## src/rtl/pmod_pkg.sv

```systemverilog
// ---------------------------------------------------------------------------
// pmod_pkg
// Shared constants and types for the PMOD button debounce stage.
//   DEBOUNCE_DEFAULT   : stable cycles before a level is accepted (1 ms @ 12 MHz)
//   IPORT_*_LSB        : bit offsets of the fields packed into the input-port word
//   MAX_CHANNELS       : widest button bank the iport layout can hold
//   filt_state_e       : per-channel filter state (STABLE / PENDING)
// ---------------------------------------------------------------------------
package pmod_pkg;

  localparam int DEBOUNCE_DEFAULT  = 12000;
  localparam int IPORT_STATE_LSB   = 0;
  localparam int IPORT_PRESS_LSB   = 8;
  localparam int IPORT_RELEASE_LSB = 16;
  localparam int MAX_CHANNELS      = 8;

  typedef enum logic {
    FILT_STABLE  = 1'b0,
    FILT_PENDING = 1'b1
  } filt_state_e;

endpackage

```

## src/rtl/debounce_bit.sv

```systemverilog
// ---------------------------------------------------------------------------
// debounce_bit
// One button channel: 2-flop synchronizer, stability counter and the
// accepted (debounced) level. Emits single-cycle rise/fall pulses on the
// same cycle the level register is updated.
//   clk, reset : system clock, async active-high reset
//   raw_i      : raw asynchronous button level
//   level_o    : debounced level
//   rise_o     : pulses high in the cycle a 0->1 change is accepted
//   fall_o     : pulses high in the cycle a 1->0 change is accepted
// ---------------------------------------------------------------------------
module debounce_bit
  import pmod_pkg::*;
#(
  parameter int DEBOUNCE = DEBOUNCE_DEFAULT
) (
  input  logic clk,
  input  logic reset,
  input  logic raw_i,
  output logic level_o,
  output logic rise_o,
  output logic fall_o
);

  localparam int             CW       = $clog2(DEBOUNCE);
  localparam logic [CW-1:0]  CNT_LAST = CW'(DEBOUNCE - 1);

  logic          s1_q, s2_q;
  logic          level_q, level_d;
  logic [CW-1:0] cnt_q, cnt_d;
  filt_state_e   state_q, state_d;

  // Two-flop synchronizer; only s2_q is allowed to feed the filter.
  always_ff @(posedge clk or posedge reset) begin
    if (reset) begin
      s1_q <= 1'b0;
      s2_q <= 1'b0;
    end else begin
      s1_q <= raw_i;
      s2_q <= s1_q;
    end
  end

  // Filter state, counter and accepted level.
  always_ff @(posedge clk or posedge reset) begin
    if (reset) begin
      state_q <= FILT_STABLE;
      cnt_q   <= '0;
      level_q <= 1'b0;
    end else begin
      state_q <= state_d;
      cnt_q   <= cnt_d;
      level_q <= level_d;
    end
  end

  // The counter tracks how many consecutive cycles s2 has disagreed with the
  // accepted level. The cycle it reaches CNT_LAST with the disagreement still
  // present is the DEBOUNCE-th such cycle, so the new level is taken there and
  // the counter never needs to go past CNT_LAST.
  always_comb begin
    state_d = state_q;
    cnt_d   = cnt_q;
    level_d = level_q;
    rise_o  = 1'b0;
    fall_o  = 1'b0;
    case (state_q)
      FILT_STABLE: begin
        cnt_d = '0;
        if (s2_q != level_q) begin
          state_d = FILT_PENDING;
          cnt_d   = CW'(1);
        end
      end
      FILT_PENDING: begin
        if (s2_q == level_q) begin
          state_d = FILT_STABLE;
          cnt_d   = '0;
        end else if (cnt_q == CNT_LAST) begin
          state_d = FILT_STABLE;
          cnt_d   = '0;
          level_d = s2_q;
          rise_o  = s2_q;
          fall_o  = ~s2_q;
        end else begin
          cnt_d = cnt_q + CW'(1);
        end
      end
    endcase
  end

  assign level_o = level_q;

endmodule

```

## src/rtl/pmod_btn_debounce.sv

```systemverilog
// ---------------------------------------------------------------------------
// pmod_btn_debounce
// Debounce and event capture for the PMOD buttons. Each channel is filtered
// by a debounce_bit; this level keeps sticky press/release flags (cleared by
// a write-1-to-clear strobe), the interrupt OR and the packed input-port word.
//   clk, reset  : system clock, async active-high reset
//   btn_raw     : raw asynchronous button levels (active high)
//   evt_clr     : W1C strobe, clears both flags of the selected channels
//   btn_state   : debounced levels
//   press_evt   : sticky 0->1 flags
//   release_evt : sticky 1->0 flags
//   irq         : high while any flag is set
//   iport       : {release_evt @16, press_evt @8, btn_state @0}, rest zero
// ---------------------------------------------------------------------------
module pmod_btn_debounce
  import pmod_pkg::*;
#(
  parameter int N        = 4,
  parameter int DEBOUNCE = DEBOUNCE_DEFAULT
) (
  input  logic         clk,
  input  logic         reset,
  input  logic [N-1:0] btn_raw,
  input  logic [N-1:0] evt_clr,
  output logic [N-1:0] btn_state,
  output logic [N-1:0] press_evt,
  output logic [N-1:0] release_evt,
  output logic         irq,
  output logic [31:0]  iport
);

  logic [N-1:0] rise, fall;
  logic [N-1:0] press_q, press_d;
  logic [N-1:0] release_q, release_d;

  // One independent filter per button.
  for (genvar gi = 0; gi < N; gi++) begin : g_chan
    debounce_bit #(
      .DEBOUNCE (DEBOUNCE)
    ) u_bit (
      .clk     (clk),
      .reset   (reset),
      .raw_i   (btn_raw[gi]),
      .level_o (btn_state[gi]),
      .rise_o  (rise[gi]),
      .fall_o  (fall[gi])
    );
  end

  // Set is ORed in after the clear so a new edge beats a simultaneous clear.
  always_comb begin
    press_d   = (press_q   & ~evt_clr) | rise;
    release_d = (release_q & ~evt_clr) | fall;
  end

  // Sticky flag registers.
  always_ff @(posedge clk or posedge reset) begin
    if (reset) begin
      press_q   <= '0;
      release_q <= '0;
    end else begin
      press_q   <= press_d;
      release_q <= release_d;
    end
  end

  assign press_evt   = press_q;
  assign release_evt = release_q;
  assign irq         = (|press_q) | (|release_q);

  // Pack the registered fields into the input-port word.
  always_comb begin
    iport = '0;
    iport[IPORT_STATE_LSB   +: N] = btn_state;
    iport[IPORT_PRESS_LSB   +: N] = press_q;
    iport[IPORT_RELEASE_LSB +: N] = release_q;
  end

endmodule

```

## config.mk

```make
export PLATFORM = sky130hd
export DESIGN_NAME = pmod_btn_debounce
export DESIGN_NICKNAME = d
export VERILOG_FILES = /design/src/rtl/pmod_pkg.sv /design/src/rtl/debounce_bit.sv /design/src/rtl/pmod_btn_debounce.sv
export SDC_FILE = /design/constraint.sdc
export NUM_CORES = 1
export LEC_CHECK = 0
export BUFFER_PORTS_ARGS = -buffer_cell sky130_fd_sc_hd__buf_2
export CORE_MARGIN = 3
export CORE_UTILIZATION = 32
export DETAILED_ROUTE_END_ITERATION = 6
export GPL_ROUTABILITY_DRIVEN = 0
export PLACE_DENSITY_LB_ADDON = 0.05
export SYNTH_ARGS = -nofsm -noshare
export SYNTH_HDL_FRONTEND = slang
export SYNTH_SLANG_ARGS = --single-unit
```

## constraint.sdc

```tcl
create_clock -name clk -period 3.25 [get_ports clk]
set_clock_uncertainty 0.1 [all_clocks]
set_input_delay 0.1625 -clock clk [delete_from_list [all_inputs] [get_ports clk]]
set_output_delay 0.1625 -clock clk [all_outputs]
set_load 0.02 [all_outputs]
```

Word level (Yosys, flattened, before mapping)
Index checks and enable logic that the tools add are counted.

Bitwise operators: 18. Muxes and demuxes: 56. Reductions and logical operators: 6. $add $sub $neg: 4. Eq/ne operators: 12.

Operators with widths (number): two-way mux 14 bit (8); one-hot mux 14 bit (2 select lines) (4); adder 14 x 1 -> 14 bit (second input constant) (4); == test 14 bit (second input constant) (4); two-way mux 1 bit (40); inverter 1 bit (12); AND reduction 3 bit (4); AND 4 bit (2); OR 4 bit (2); one-hot mux 1 bit (2 select lines) (4); OR reduction 4 bit (2); == test 1 bit (4); inequality test 1 bit (4); inverter 4 bit (1); OR 1 bit (1).

Output and inout port bits: 45. Bits in registers: 80. Input bits: 10. Logic and storage cells: 118.

Logic depth before layout (Yosys ltp)
Gate-level depths: netlist of run 1.

Depth after elaboration: 5. Gate-level depth with buffers: 6. Depth with buffers taken out: 5.

Cells and area by module
A second synthesis of run 1 with hierarchy kept.

Cells, all modules: 377. Area total of the unflattened synthesis: 3983.8 µm².

By module, submodules not included: debounce_bit (area an instance 860.8 µm², cells an instance 80, seq. area each 450.4 µm², times used 4); pmod_btn_debounce (area an instance 540.5 µm², cells an instance 57, seq. area each 200.2 µm², times used 1).

Worst setup path after synthesis of run 1
OpenSTA, ideal clock, no wires.

Kind: reg2reg. Start point: register g_chan[1].u_bit.cnt_q[0]. End point: register g_chan[1].u_bit.level_q. Data arrival time: 1770 ps. Setup time: 128 ps. Required time: 3022 ps. Slack: 1252 ps. Period minus slack after synthesis: 1998 ps. Buffers on the path: 0. Stages on the path, launching flop included: 6. Cell sequence: dfrtp_1 -> ha_1 -> or4b_4 -> nor4_4 -> nand3_1 -> mux2_1.

Longest elaborated chain between the ends: 2.

RTL lines: start: declaration (RTL line debounce_bit.sv:30) `logic [CW-1:0] cnt_q, cnt_d;`; start signal: assignment (RTL line debounce_bit.sv:52) `cnt_q <= cnt_d;`; == test 14 bit (RTL line debounce_bit.sv:79) `end else if (cnt_q == CNT_LAST) begin`; AND reduction 3 bit (no source line); end signal: assignment (RTL line debounce_bit.sv:53) `level_q <= level_d;`; end: declaration (RTL line debounce_bit.sv:29) `logic level_q, level_d;`.

Every way passes these cells. A chain may end at the register's enable or synchronous reset.

Final worst setup path of run 1
Start point: register g_chan[1].u_bit.cnt_q[0]. End point: register g_chan[1].u_bit.cnt_q[0].

Longest elaborated chain between the ends: 4. Elaborated cells on any way between the ends: 5. Those cells by class: add/sub: 1; eq/ne: 1; mux: 3.

RTL lines: adder 14 x 1 -> 14 bit or == test 14 bit (tied branches) (RTL line debounce_bit.sv:86, debounce_bit.sv:79); two-way mux 14 bit * (RTL line debounce_bit.sv:79); two-way mux 14 bit * (RTL line debounce_bit.sv:76) `if (s2_q == level_q) begin`; one-hot mux 14 bit (2 select lines) * (RTL line debounce_bit.sv:67) `case (state_q)`; named net g_chan[1].u_bit.cnt_d[0] (RTL line debounce_bit.sv:30).

Mark *: on every way through the listed nets, which the timed path passes. The rest lies on a longest branch.

==> results of run 1 <==
## metrics by stage
step | cell area (µm²) | cells
floorplan | 4030 | 402
global placement | 4120 | 559
detailed placement | 4120 | 559
CTS | 4540 | 583
global route | 4540 | 583
finish | 4540 | 583
## worst max-delay path: cells and delay by family, from the launching register on
family / cells / cell delay, ns
adders and majority gates: 1 / 0.23
and+or+nand+nor: 3 / 1.18
DFF: 1 / 0.44
AOI/OAI and AO/OA: 1 / 0.15
## layout make-up
cell class | instances | share of cell area
Clock buffer | 10 | 0.0504
Timing Repair Buffer | 45 | 0.0601
Tap cell | 164 | 0.0452
Multi-Input combinational cell | 260 | 0.365
Inverter | 18 | 0.0152
Sequential cell | 80 | 0.441
Clock inverter | 6 | 0.0237
## Yosys cell counts, types with 2 or more instances
cell / instances / area (µm²)
dfrtp_1: 80 / 2000
nor4_4: 2 / 42.5
o21ai_0: 3 / 15.0
and3_1: 4 / 25.0
a22o_1: 2 / 17.5
and2_1: 5 / 31.3
nor4_1: 7 / 43.8
nand4_1: 17 / 106
ha_1: 8 / 100
xor2_1: 38 / 333
nor2_1: 51 / 191
and4_1: 7 / 61.3
clkbuf_1: 6 / 22.5
mux2_1: 3 / 33.8
or3_1: 2 / 12.5
or2_1: 3 / 18.8
inv_1: 18 / 67.6
or4b_4: 2 / 27.5
o22ai_1: 10 / 62.6
nand3_1: 28 / 140
and2_0: 2 / 12.5
a21oi_1: 5 / 25.0
buf_4: 37 / 278
xnor2_1: 15 / 131
nand2_1: 14 / 52.6
nor2b_1: 2 / 12.5
nand2b_1: 2 / 12.5
## state kept, by name, summed over array words and instances (netlist names)
name / flops
press_evt: 4
g_chan.u_bit.s2_q: 4
g_chan.u_bit.cnt_q: 56
release_evt: 4
g_chan.u_bit.state_q: 4
g_chan.u_bit.level_o: 4
g_chan.u_bit.s1_q: 4
## timing repair
item | 4_1_cts | 5_1_grt
hold buffers | 8 | 0
hold endpoints to repair | 52 | 0
resized for setup | 0 | 0
setup endpoints to repair | 0 | 0
## layer usage
layer  part of all wire  track usage  vias to the layer above
met2               0.44        0.185                       59
li1                   -            -                     1293
met4              0.013       0.0413                        0
met1               0.50        0.170                     1191
met5                  0            0                        -
met3              0.047       0.0350                        8
## final timing paths
path	from	slack [ns]	end
max	g_chan[1].u_bit.cnt_q[0]	1.00	g_chan[1].u_bit.cnt_q[0]
min	evt_clr[0]	0.06	press_evt[0]
max reg2reg	g_chan[1].u_bit.cnt_q[0]	1.00	g_chan[1].u_bit.cnt_q[0]
min reg2reg	g_chan[0].u_bit.s1_q	0.25	g_chan[0].u_bit.s2_q
max in group asynchronous	reset	1.91	g_chan[1].u_bit.cnt_q[11]
min in group asynchronous	reset	0.38	g_chan[3].u_bit.cnt_q[12]
## power groups by stage
| stage | registers (mW) | clock network, mW | logic [mW] |
|---|---|---|---|
| floorplan | 1.05 | 0 | 0.0954 |
| detailed placement | 1.05 | 0 | 0.103 |
| global placement | 1.05 | 0 | 0.103 |
| global route | 1.03 | 1.23 | 0.127 |
| finish | 1.03 | 1.15 | 0.106 |
| CTS | 1.03 | 1.20 | 0.110 |
## logic make-up after synthesis
family,after synthesis,share of synthesized area
XOR/XNOR,53,0.117
flip-flops,80,0.506
buffers and inverters,62,0.0942
adder cells (fa/ha/maj),8,0.0253
other,1,0.000947
AO/OA/AOI/OAI,21,0.0322
AND/OR/NAND/NOR,154,0.212
multiplexers,4,0.0123
==> run_results.csv, run 1 <==
group,metric,value,unit
status,status,"completed",
sta,maxSlewViolCount,0,
die,coreArea,11800,µm²
sta,setup_tns,0,ns
synthesis,synth-async-reset-ratio,1.00,
routing,viasPerCell,4.38,
clock_network,cts.sinks,80,
synthesis,synth_seq_cells,80,
setup_path,cp_slowest_cell,"or4b_4",
worst_hold_path,min_path_type,"input port to flop",
setup_path,r2r_cells,5,
finish,fin_nets,432,
sta,maxSlewHeadroom,0.490,
routing,dr.pass1.iters,5,
placement,dp_slack,0.981,ns
setup_path,slowest_delay,0.48,ns
setup_path,cp.required,3.34,ns
clock_network,cts.path.max_buffers,2,
finish,area_delta_synth_final,14.7,%
finish,layout-drive-gt1-share,0.143,
routing,drtIter0Drc,100,
finish,num-fill-cells,1118,
pwr,internal_power,1.79,mW
setup_path,path_cells,"ha_1 -> or4b_4 -> nor4_4 -> or2_1 -> o22ai_1",
setup_path,cp-start-kind,"flop",
job,maxCapViolCount,0,
grt,antenna_found_initial,0,
die,rows,39,
setup_path,criticalPathCategory,"flop to flop",
setup_path,crit_fanout,13,
sta,holdWs,0.0565,ns
sta,finalCritPeriodShare,0.692,
die,initial_core_util,0.337,
routing,drc_errors,0,
grt,grt_pass1_wl,13100,µm
pwr,p_sw_frac,0.217,
routing,vias,2551,
grt,grt_max_degree,45,
synthesis,yosysWarnings,0,
finish,fin_util,0.386,
synthesis,ys.flop_type,"dfrtp_1",
synthesis,synth_area,3960,µm²
routing,ant_nets,0,
grt,grt_pass1_vias,2554,
pwr,power.density,504,nW/µm²
grt,overflow,0,
clock_network,clk_latency,0.34,ns
pwr,p_seq_frac,0.450,
pwr,p_leak,2.08,nW
setup_path,crit_path_end_kind,"flop",
finish,layout_commonest_cell,"dfrtp_1",
clock_network,htreeDepth,3,
pwr,power.share.clock,0.503,
sta,period_minus_slack,2.25,ns
sta,rsz0062_at_grt,"false",
die,dieArea,13700,µm²
placement,dp_hpwl,5310,µm
die,die_height,117,µm
clock_network,cts_buffers,9,
placement,port-buffer-count,34,
worst_hold_path,whs_path_depth,3,
routing,routed_wl,7510,µm
pwr,irDropWorstVdd,0.000263,V
synthesis,avgSynthCellArea,10.3,µm²
setup_path,crit_arrival,2.34,ns
synthesis,syn-instance-count,383,
clock_network,cts_tree,"done",
pwr,switchingPower,0.496,mW
sta,fmaxAchievable,0.445,GHz
pwr,combPwrFrac,0.046,
die,ios,55,
pwr,p_total,2.29,mW
sta,setup_ws,1.00,ns
synthesis,synth.distinct_cells,37,
sta,hold_violations,0,
finish,num_antenna_cells,0,
clock_network,cts_setup_buffers,0,
clock_network,clockRootBuffer,"clkbuf_16",
finish,seq_area,2000,µm²
synthesis,yosysSeqAreaShare,0.506,
grt,grt_usage,0.123,
sta,tightestPinTransition,0.765,ns
sta,report.final.setup_viol,0,
synthesis,synth_edf_count,0,
routing,wl_per_cell,12.9,µm
die,die_x,117,µm
finish,multi_input_area,1660,µm²
clock_network,path_clk_slew,0.06,ns
finish,layout_common_cells,"80 x dfrtp_1, 51 x nor2_1, 38 x xor2_1, 34 x buf_2, 28 x nand3_1",
Power figures use the tool's default switching activity.
==> inputs of run 2 (changes only) <==
--- a/config.mk
+++ b/config.mk
@@ -5,6 +5,7 @@
 export SDC_FILE = /design/constraint.sdc
 export NUM_CORES = 1
 export LEC_CHECK = 0
+export ABC_AREA = 1
 export BUFFER_PORTS_ARGS = -buffer_cell sky130_fd_sc_hd__buf_2
 export CORE_MARGIN = 3
 export CORE_UTILIZATION = 32
==> constraint.sdc (replaced) <==
create_clock -name clk -period 2.3 [get_ports clk]
set_clock_uncertainty 0.1 [all_clocks]
set_input_delay 0.115 -clock clk [delete_from_list [all_inputs] [get_ports clk]]
set_output_delay 0.115 -clock clk [all_outputs]
set_load 0.02 [all_outputs]
==> run 2 against run 1 <==
Cell area increased by 11%. Clock power increased by 20%. Die area increased by 12%. Worst setup slack got worse by 0.67 ns. Final cell count increased by 37%. Critical path type is now flop to output port.
==> run_results.csv, run 2 <==
group,metric,value,unit
clock_network,cts.sinks,80,
die,ios,55,
sta,holdWs,0.247,ns
grt,antenna_found_initial,0,
status,status,"completed",
placement,dpl.cell_count,772,
setup_path,r2r_cells,8,
clock_network,clk_latency,0.33,ns
die,rows,42,
finish,fin_nets,634,
setup_path,r2r-end,"g_chan[1].u_bit.cnt_q[0]",
setup_path,path_buf_inv,1,
sta,maxSlewHeadroom,0.564,
routing,routed_wl,9190,µm
pwr,power.share.clock,0.449,
clock_network,clockRootBuffer,"clkbuf_16",
setup_path,criticalPathCategory,"flop to output port",
synthesis,yosysSeqAreaShare,0.450,
clock_network,path_clk_slew,0.06,ns
finish,fin_util,0.376,
finish,layout_commonest_cell,"nand2_1",
finish,num_antenna_cells,0,
synthesis,synth-async-reset-ratio,1.00,
sta,rsz0062_at_grt,"false",
placement,port-buffer-count,34,
grt,grt_usage,0.132,
sta,finalCritPeriodShare,0.856,
clock_network,post_cts_resized,0,
finish,stdcell_count,797,
routing,dr.pass1.iters,4,
setup_path,path_delay_family,"simple AND/OR/NAND/NOR gates",
synthesis,synth_largest_area_cell,"dfrtp_1",
sta,period_minus_slack,1.97,ns
synthesis,synth_seq_cells,80,
die,die_x,124,µm
synthesis,ys_top_cells_by_area,"dfrtp_1 45%, nand2_1 11%, nor2_1 9.0%, buf_4 6.1%, inv_1 5.9%",
setup_path,crit_path_end_kind,"output port",
setup_path,crit_arrival,1.75,ns
synthesis,synth_common_cells,"134 x nand2_1, 107 x nor2_1, 80 x dfrtp_1, 70 x inv_1, 38 x nand3_1",
pwr,internal_power,2.33,mW
synthesis,ys.flop_type,"dfrtp_1",
grt,overflow,0,
setup_path,path_depth,3,
synthesis,syn-instance-count,576,
sta,setup_tns,0,ns
pwr,power.density,609,nW/µm²
synthesis,synth_edf_count,0,
clock_network,cts.path.max_buffers,2,
pwr,p_seq_frac,0.479,
setup_path,cp_slowest_cell,"nor4_1",
routing,highest_layer,"met4",
finish,layout_common_cells,"134 x nand2_1, 107 x nor2_1, 80 x dfrtp_1, 69 x inv_1, 38 x nand3_1",
clock_network,htreeDepth,3,
clock_network,cts_hold_buf,9,
routing,wl_met2,4200,µm
clock_network,cts_tree,"done",
sta,maxSlewViolCount,0,
setup_path,cp-start-kind,"flop",
die,die_height,124,µm
die,initial_core_util,0.332,
finish,largest_register,"g_chan.u_bit.cnt_q",
job,maxCapViolCount,0,
routing,viasPerCell,4.34,
synthesis,synth_top_cell_area_share,0.450,
grt,grt_max_degree,36,
clock_network,cts_buffers,9,
synthesis,synth.distinct_cells,27,
placement,dp_hpwl,6880,µm
setup_path,startpoint,"press_evt[1]",
pwr,irDropWorstVdd,0.000610,V
setup_path,reg2reg_slack,0.71,ns
routing,drtIter0Drc,163,
setup_path,path_cells,"nor4_1 -> nand3_1 -> buf_2",
die,dieArea,15400,µm²
worst_hold_path,min_path_type,"flop to flop",
die,coreArea,13400,µm²
grt,grt_pass1_vias,3285,
setup_path,crit_fanout,4,
setup_path,cp.required,2.09,ns
setup_path,rr_startpoint,"g_chan[1].u_bit.cnt_q[0]",
routing,wl_met1,4540,µm
pwr,p_leak,2.38,nW
routing,dr_wl_met3,355,µm
routing,ant_nets,0,
routing,drc_errors,0,
pwr,p_sw_frac,0.242,
pwr,switchingPower,0.743,mW
setup_path,critPathCapture,"irq",
routing,vias,3458,
clock_network,cts_setup_buffers,0,
synthesis,avgSynthCellArea,7.73,µm²
finish,layout-drive-gt1-share,0.151,
grt,grt_pass1_wl,15900,µm
synthesis,synth_area,4450,µm²
finish,largest_reg_flops,56,
sta,report.final.setup_viol,0,
setup_path,slowest_delay,0.62,ns
finish,area_delta_synth_final,13.2,%
synthesis,yosysMostFrequentCell,"nand2_1",
sta,hold_violations,0,
routing,wl_per_cell,11.5,µm
sta,fmaxAchievable,0.508,GHz
synthesis,yosysWarnings,0,
sta,tightestPinTransition,0.649,ns
pwr,combPwrFrac,0.072,
-- run 2: kinds of logic after synthesis --
family                     count (synthesis)  share of synthesized area
adders and majority gates                  8                     0.0225
and+or+nand+nor                          335                      0.343
xor gates and xnor gates                  14                     0.0276
buffers and inverters                    114                      0.128
other                                      1                   0.000843
DFF                                       80                      0.450
AOI/OAI and AO/OA                         24                     0.0281
-- run 2: worst min path at each step --
stage	start	to	slack, ns	cells after the start
2_1_floorplan	btn_raw[0]	g_chan[0].u_bit.s1_q	0.05	0
3_3_place_gp	reset	g_chan[1].u_bit.cnt_q[7]	0.12	2
3_5_place_dp	btn_raw[3]	g_chan[3].u_bit.s1_q	0.12	1
4_1_cts	g_chan[0].u_bit.s1_q	g_chan[0].u_bit.s2_q	0.25	0
5_1_grt	g_chan[3].u_bit.s1_q	g_chan[3].u_bit.s2_q	0.25	0
6_report	g_chan[0].u_bit.s1_q	g_chan[0].u_bit.s2_q	0.25	0
-- run 2: through the flow --
| step | setup slack (ns) | instance area (µm²) | total power [mW] |
|---|---|---|---|
| 6_report | 0.331 | 5040 | 3.07 |
| 5_1_grt | 0.221 | 5040 | 3.23 |
| 4_1_cts | 0.323 | 5040 | 3.15 |
| 3_5_place_dp | 0.685 | 4660 | 1.71 |
| 3_3_place_gp | 0.722 | 4660 | 1.71 |
| 2_1_floorplan | 0.0333 | 4520 | 1.68 |
-- run 2: power by group through the flow --
stage          Sequential [mW]  Clock, mW  Combinational, mW
2_1_floorplan             1.49          0              0.191
3_3_place_gp              1.50          0              0.215
3_5_place_dp              1.50          0              0.216
4_1_cts                   1.47       1.45              0.228
5_1_grt                   1.48       1.49              0.259
6_report                  1.47       1.38              0.220
-- run 2: final cells by class --
class | count | area [µm²]
Sequential cell | 80 | 2000
Timing Repair Buffer | 47 | 290
Fill cell | 1420 | 8360
Tap cell | 176 | 220
Clock buffer | 14 | 274
Inverter | 77 | 290
Clock inverter | 2 | 12.5
Multi-Input combinational cell | 401 | 1950
-- run 2: metal layers --
metal / vias to the layer above / global-route usage
met5: - / 0
met4: 0 / 0.0370
met3: 8 / 0.0381
met2: 59 / 0.209
met1: 1600 / 0.178
li1: 1791 / -
